<file path="src/rtl/vga_fb_controller.sv">
// Bus-mapped port-A owner for the 1-bpp 320x240 frame buffer: pixel writes, colour config, fill engine.
// Optional macro FB_READBACK_EN enables pixel readback through offset +3.
//   state | meaning
//   IDLE  | no fill running
//   RUN   | fill engine walking the frame, stalls while CPU owns port A
//   DONE  | last pixel written, FILL_DONE pulse
module vga_fb_controller #(
  parameter logic [7:0] BASE_ADDR = 8'hB0,
  parameter int         X_MAX     = 319,
  parameter int         Y_MAX     = 239,
  parameter logic [7:0] FG_RESET  = 8'hFF,
  parameter logic [7:0] BG_RESET  = 8'h00
) (
  input  logic        CLK,
  input  logic        RESET,
  input  logic [7:0]  BUS_ADDR,
  input  logic [7:0]  BUS_DATA_IN,
  input  logic        BUS_WE,
  input  logic        BUS_RE,
  output logic [7:0]  BUS_DATA_OUT,
  output logic        BUS_DATA_OE,
  output logic [16:0] FB_ADDR,
  output logic        FB_DATA,
  output logic        FB_WE,
  input  logic        FB_RD_DATA,
  output logic [15:0] CONFIG_COLOURS,
  output logic        FILL_DONE
);

  localparam logic [8:0] X_LAST = X_MAX[8:0];
  localparam logic [7:0] Y_LAST = Y_MAX[7:0];

  typedef enum logic [1:0] {IDLE, RUN, DONE} fill_state_t;

  fill_state_t state, state_next;

  logic [8:0]  x_reg;
  logic [7:0]  y_reg;
  logic [7:0]  fg_reg, bg_reg;
  logic        err;
  logic        status_rd_q;
  logic        pend_valid, pend_data;
  logic [16:0] pend_addr;
  logic [8:0]  fill_x;
  logic [7:0]  fill_y;
  logic        fill_val;
  logic        fill_we;
  logic        rb_port;

  // 9-bit subtraction so addresses below BASE_ADDR wrap far out of range
  logic [8:0] addr_diff;
  logic       hit, wr, rd, coord_ok, pix_wr, start_fill, busy;
  logic [2:0] offset;
  logic [7:0] rd_mux;

  assign addr_diff  = {1'b0, BUS_ADDR} - {1'b0, BASE_ADDR};
  assign hit        = addr_diff < 9'd8;
  assign offset     = addr_diff[2:0];
  assign wr         = BUS_WE && hit;
  assign rd         = BUS_RE && hit;
  assign coord_ok   = (x_reg <= X_LAST) && (y_reg <= Y_LAST);
  assign pix_wr     = wr && (offset == 3'd3);
  assign busy       = (state != IDLE);
  assign start_fill = wr && (offset == 3'd6) && BUS_DATA_IN[0] && !busy;

  assign CONFIG_COLOURS = {fg_reg, bg_reg};

  always_comb begin
    rd_mux = 8'h00;
    case (offset)
      3'd0:    rd_mux = x_reg[7:0];
      3'd1:    rd_mux = {7'b0, x_reg[8]};
      3'd2:    rd_mux = y_reg;
      3'd4:    rd_mux = fg_reg;
      3'd5:    rd_mux = bg_reg;
      3'd7:    rd_mux = {6'b0, err, busy};
      default: rd_mux = 8'h00;
    endcase
  end

`ifdef FB_READBACK_EN
  logic rb_rd, rb_q, rb_bad_q;
  assign rb_rd   = rd && (offset == 3'd3);
  assign rb_port = rb_rd && coord_ok;

  always_ff @(posedge CLK) begin
    if (RESET) begin
      rb_q         <= 1'b0;
      rb_bad_q     <= 1'b0;
      BUS_DATA_OUT <= 8'h00;
      BUS_DATA_OE  <= 1'b0;
    end else begin
      rb_q     <= rb_rd;
      rb_bad_q <= rb_rd && !coord_ok;
      if (rb_q) begin
        BUS_DATA_OUT <= rb_bad_q ? 8'h00 : {7'b0, FB_RD_DATA};
        BUS_DATA_OE  <= 1'b1;
      end else if (rd && !rb_rd) begin
        BUS_DATA_OUT <= rd_mux;
        BUS_DATA_OE  <= 1'b1;
      end else begin
        BUS_DATA_OUT <= 8'h00;
        BUS_DATA_OE  <= 1'b0;
      end
    end
  end
`else
  logic rb_rd;
  logic unused_fb_rd;
  assign rb_rd        = 1'b0;
  assign rb_port      = 1'b0;
  assign unused_fb_rd = FB_RD_DATA;

  always_ff @(posedge CLK) begin
    if (RESET) begin
      BUS_DATA_OUT <= 8'h00;
      BUS_DATA_OE  <= 1'b0;
    end else begin
      BUS_DATA_OUT <= rd ? rd_mux : 8'h00;
      BUS_DATA_OE  <= rd;
    end
  end
`endif

  always_ff @(posedge CLK) begin
    if (RESET) begin
      x_reg       <= 9'd0;
      y_reg       <= 8'd0;
      fg_reg      <= FG_RESET;
      bg_reg      <= BG_RESET;
      err         <= 1'b0;
      status_rd_q <= 1'b0;
      pend_valid  <= 1'b0;
      pend_addr   <= 17'd0;
      pend_data   <= 1'b0;
    end else begin
      if (wr) begin
        case (offset)
          3'd0:    x_reg[7:0] <= BUS_DATA_IN;
          3'd1:    x_reg[8]   <= BUS_DATA_IN[0];
          3'd2:    y_reg      <= BUS_DATA_IN;
          3'd4:    fg_reg     <= BUS_DATA_IN;
          3'd5:    bg_reg     <= BUS_DATA_IN;
          default: ;
        endcase
      end
      pend_valid <= pix_wr && coord_ok;
      if (pix_wr && coord_ok) begin
        pend_addr <= {y_reg, x_reg};
        pend_data <= BUS_DATA_IN[0];
      end
      // ERR is cleared one cycle after the status byte is returned; a new error wins
      status_rd_q <= rd && (offset == 3'd7);
      if ((pix_wr || rb_rd) && !coord_ok)
        err <= 1'b1;
      else if (status_rd_q)
        err <= 1'b0;
    end
  end

  always_ff @(posedge CLK) begin
    if (RESET) begin
      state    <= IDLE;
      fill_x   <= 9'd0;
      fill_y   <= 8'd0;
      fill_val <= 1'b0;
    end else begin
      state <= state_next;
      if (start_fill) begin
        fill_x   <= 9'd0;
        fill_y   <= 8'd0;
        fill_val <= BUS_DATA_IN[1];
      end else if (fill_we) begin
        if (fill_x == X_LAST) begin
          fill_x <= 9'd0;
          fill_y <= fill_y + 8'd1;
        end else begin
          fill_x <= fill_x + 9'd1;
        end
      end
    end
  end

  always_comb begin
    state_next = state;
    fill_we    = 1'b0;
    FILL_DONE  = 1'b0;
    case (state)
      IDLE: if (start_fill) state_next = RUN;
      RUN: begin
        if (!pend_valid && !rb_port) begin
          fill_we = 1'b1;
          if (fill_x == X_LAST && fill_y == Y_LAST) state_next = DONE;
        end
      end
      DONE: begin
        FILL_DONE  = 1'b1;
        state_next = IDLE;
      end
      default: state_next = IDLE;
    endcase
  end

  // Pending CPU write owns port A first, then a readback, then the fill engine
  always_comb begin
    FB_WE   = 1'b0;
    FB_ADDR = 17'd0;
    FB_DATA = 1'b0;
    if (pend_valid) begin
      FB_WE   = 1'b1;
      FB_ADDR = pend_addr;
      FB_DATA = pend_data;
    end else if (rb_port) begin
      FB_ADDR = {y_reg, x_reg};
    end else if (fill_we) begin
      FB_WE   = 1'b1;
      FB_ADDR = {fill_y, fill_x};
      FB_DATA = fill_val;
    end
  end

endmodule

</file>
<file path="config.mk">
export PLATFORM = sky130hd
export DESIGN_NAME = vga_fb_controller
export DESIGN_NICKNAME = d
export VERILOG_FILES = /design/src/rtl/vga_fb_controller.sv
export SDC_FILE = /design/constraint.sdc
export NUM_CORES = 1
export LEC_CHECK = 0
export CAP_MARGIN = 0
export CORE_AREA = 2 2 90 92
export CTS_CLUSTER_SIZE = 20
export DETAILED_ROUTE_END_ITERATION = 6
export DIE_AREA = 0 0 92 94
export PLACE_DENSITY = 0.84
export SLEW_MARGIN = 20
export SYNTH_ARGS = -nofsm -noshare
export SYNTH_HDL_FRONTEND = slang
export SYNTH_SLANG_ARGS = --single-unit
</file>
<file path="constraint.sdc">
create_clock -name CLK -period 2.7 [get_ports CLK]
set_clock_uncertainty 0.2 [all_clocks]
set_input_delay 0.675 -clock CLK [delete_from_list [all_inputs] [get_ports CLK]]
set_output_delay 0.675 -clock CLK [all_outputs]
set_load 0.02 [all_outputs]
</file>
==> impl_metrics.csv <==
group,metric,value,unit
timing,finalWorstSetupSlack,0.117,ns
logic_synthesis,synth.distinct_cells,48,
global_routing,antenna_found_initial,0,
timing,rsz0062_at_grt,"false",
floorplanning,fp.dieH,94,um
logic_synthesis,yosysSeqAreaShare,42.0,%
setup_path,cp.arrival,2.66,ns
logic_synthesis,async_flop_share,0,%
logic_synthesis,postSynthCellCount,433,
logic_synthesis,yosys.area.top_type,"dfxtp_1",
flow_run,drv_cap,0,
setup_path,critPathCaptureType,"register",
logic_synthesis,synth_edf_count,0,
cells_and_area,instances_no_fill,616,
routing,first_pass_iters,7,
placed_design,dpl_cell_area,4890,um^2
routing,wl_met2,5.07,mm
floorplanning,rows,32,
cells_and_area,final_area,5090,um^2
logic_synthesis,ys_ff_latch,83,
clock_network,clock-sinks,83,
global_routing,grt_pass1_wl,16.6,mm
logic_synthesis,syn_nets,457,
logic_synthesis,syn_area,3950,um^2
timing,hold_viol_final,0,
timing,setup_violations,0,
placed_design,place_congestion,0.899,
logic_synthesis,yosysWarnings,0,
routing,routed_wirelength,10.3,mm
global_routing,grt_max_degree,75,
setup_path,cp_slowest_cell,"clkdlybuf4s50_1",
timing,slew_viol_final,0,
cells_and_area,largest_reg_flops,17,
clock_network,cts_tree,"done",
placed_design,place_inst,600,
run_status,status,"complete, no violations",
power_and_ir_drop,ir_drop,0.504,mV
routing,met1_length,4.32,mm
floorplanning,die_w,92,um
timing,min_period_over_period,95.6,%
setup_path,critPathMaxFanout,8,
logic_synthesis,synth_ff_type,"dfxtp_1",
setup_path,crit_path_cell_trace,"clkdlybuf4s50_1 > ha_1 > and4bb_2 > nand4_4 > buf_4 > nor4_4 > buf_12 > mux2i_1",
floorplanning,coreArea,7610,um^2
global_routing,grtUsageTotal,24.5,%
clock_network,cts_max_path_buffers,2,
clock_network,htree_levels,3,
floorplanning,dieArea,8650,um^2
cells_and_area,syn_to_final_growth,28.7,%
clock_network,clock_latency,0.35,ns
routing,drtIter0Drc,181,
cells_and_area,most-common-layout-cells,"dfxtp_1, nor2_1, clkdlybuf4s50_1, mux2i_1, a21oi_1",
global_routing,grt_pass1_vias,3378,
cells_and_area,nNetsFinal,533,
timing,tightest_slew,0.381,ns
hold_path,min_path_type,"register to register",
logic_synthesis,avgSynthCellArea,9.13,um^2
setup_path,startpoint_type,"input port",
timing,period_minus_slack,2.58,ns
global_routing,overflow,0,
routing,dr.max_layer_used,"met4",
setup_path,cp.required,2.78,ns
cells_and_area,n_antenna_cell,0,
routing,via_per_inst,5.80,
cells_and_area,final_common_cell,"dfxtp_1",
placed_design,hpwlAfterDp,7.40,mm
timing,relSlewSlack,74.3,%
setup_path,cpPeakStageDelay,0.45,ns
placed_design,io_buffers,64,
floorplanning,io_pins,66,
logic_synthesis,yosys-top-cells-area,"dfxtp_1, mux2i_1, nand2b_1",
setup_path,critPathBufInv,3,
cells_and_area,drive_gt1_share,13.2,%
logic_synthesis,netlist.area_leader.share,42.0,%
setup_path,critPathTopFamily,"buffers and inverters",
timing,fmax,387,MHz
clock_network,cts_root_buf,"clkbuf_8",
power_and_ir_drop,power_density,461,nW/um^2
clock_network,clkTransAtPathRegs,0.08,ns
power_and_ir_drop,power_leakage,2.00,nW
routing,post-route-drc-count,0,
routing,vias,3573,
floorplanning,initial_core_util,52.0,%
clock_network,cts_made_buffers,9,
placed_design,pre_cts_ws,-0.227,ns
setup_path,r2r_slack,0.67,ns
routing,ant_nets,0,
cells_and_area,final_util,66.9,%
routing,route.met3.wl,589,um
clock_network,cts_hold_buf,0,
routing,wl_per_cell,16.8,um
setup_path,critical_path_class,"input port to register",
-- final cells by class --
| type | instances | area (um^2) |
|---|---|---|
| timing repair buffer | 94 | 905 |
| inverter | 2 | 7.51 |
| tap | 102 | 128 |
| clock inverter | 7 | 91.3 |
| sequential | 83 | 1660 |
| fill | 607 | 2520 |
| clock buffer | 9 | 124 |
| multi-input combinational | 319 | 2170 |
-- worst paths after layout --
path                 from            to  cells after the start
max           BUS_ADDR[4]      x_reg[0]                      8
min reg2reg  pend_addr[4]  pend_addr[4]                      2
min          pend_addr[4]  pend_addr[4]                      2
max reg2reg     fill_x[0]     fill_y[7]                      5
-- metal layers --
layer  GRT usage [%]  vias to the layer above
li1                -                     1720
met1            29.4                     1697
met2            42.1                      126
met3            5.22                       30
met4            11.1                        0
met5               0                        -
-- timing repair --
action                                  in CTS  in global routing
buffers inserted                             0                  0
pin swaps                                    0                  0
endpoints found under the hold margin        0                  0
resized for setup                           20                  1
endpoints found under the setup margin      18                 12
-- through the flow --
| stage | power (mW) | TNS [ns] | hold WS (ns) |
|---|---|---|---|
| after floorplan | 1.33 | 0 | 0.245 |
| after global placement | 1.40 | -2.09 | 0.268 |
| after detailed placement | 1.40 | -8.89 | 0.275 |
| after CTS | 2.36 | 0 | 0.287 |
| after global routing | 2.42 | 0 | 0.316 |
| final | 2.35 | 0 | 0.288 |
-- synth_stat cells, drive strengths merged, types with 5 or more instances --
library cell / count
dfxtp: 83
nand2b: 29
mux2i: 36
o21ai: 26
nor4: 6
nand3: 24
a22oi: 14
nor3: 7
nor2: 45
nand4: 13
xnor2: 7
a21oi: 31
clkbuf: 18
nand2: 16
and4: 5
a22o: 15
buf: 11
nor2b: 11
-- report_power, final --
group / internal, mW / switching, mW / total (mW) / leakage [nW]
Clock: 0.519 / 0.455 / 0.974 / 0.109
Sequential: 1.22 / 0.000958 / 1.22 / 0.669
Combinational: 0.0682 / 0.0804 / 0.149 / 1.23
Total: 1.81 / 0.536 / 2.35 / 2.00
-- worst reg2reg max path: stages (launching register included) --
cell and delay [ns]:
dfxtp_1 0.43, ha_1 0.30, nand4b_4 0.21, nor4_4 0.32
mux2i_1 0.14, a2111oi_2 0.33
-- kinds of logic (layout without fill, tap and decap cells) --
kind of cell / after synthesis / count (layout) / synth area share (%)
simple gates: 175 / 175 / 27.1
compound gates: 94 / 94 / 15.1
flops: 83 / 83 / 42.0
mux: 36 / 36 / 9.11
buf+inv: 31 / 112 / 3.32
xor+xnor: 11 / 11 / 2.44
fa+ha+maj: 3 / 3 / 0.949
Power figures use the tool's default switching activity.
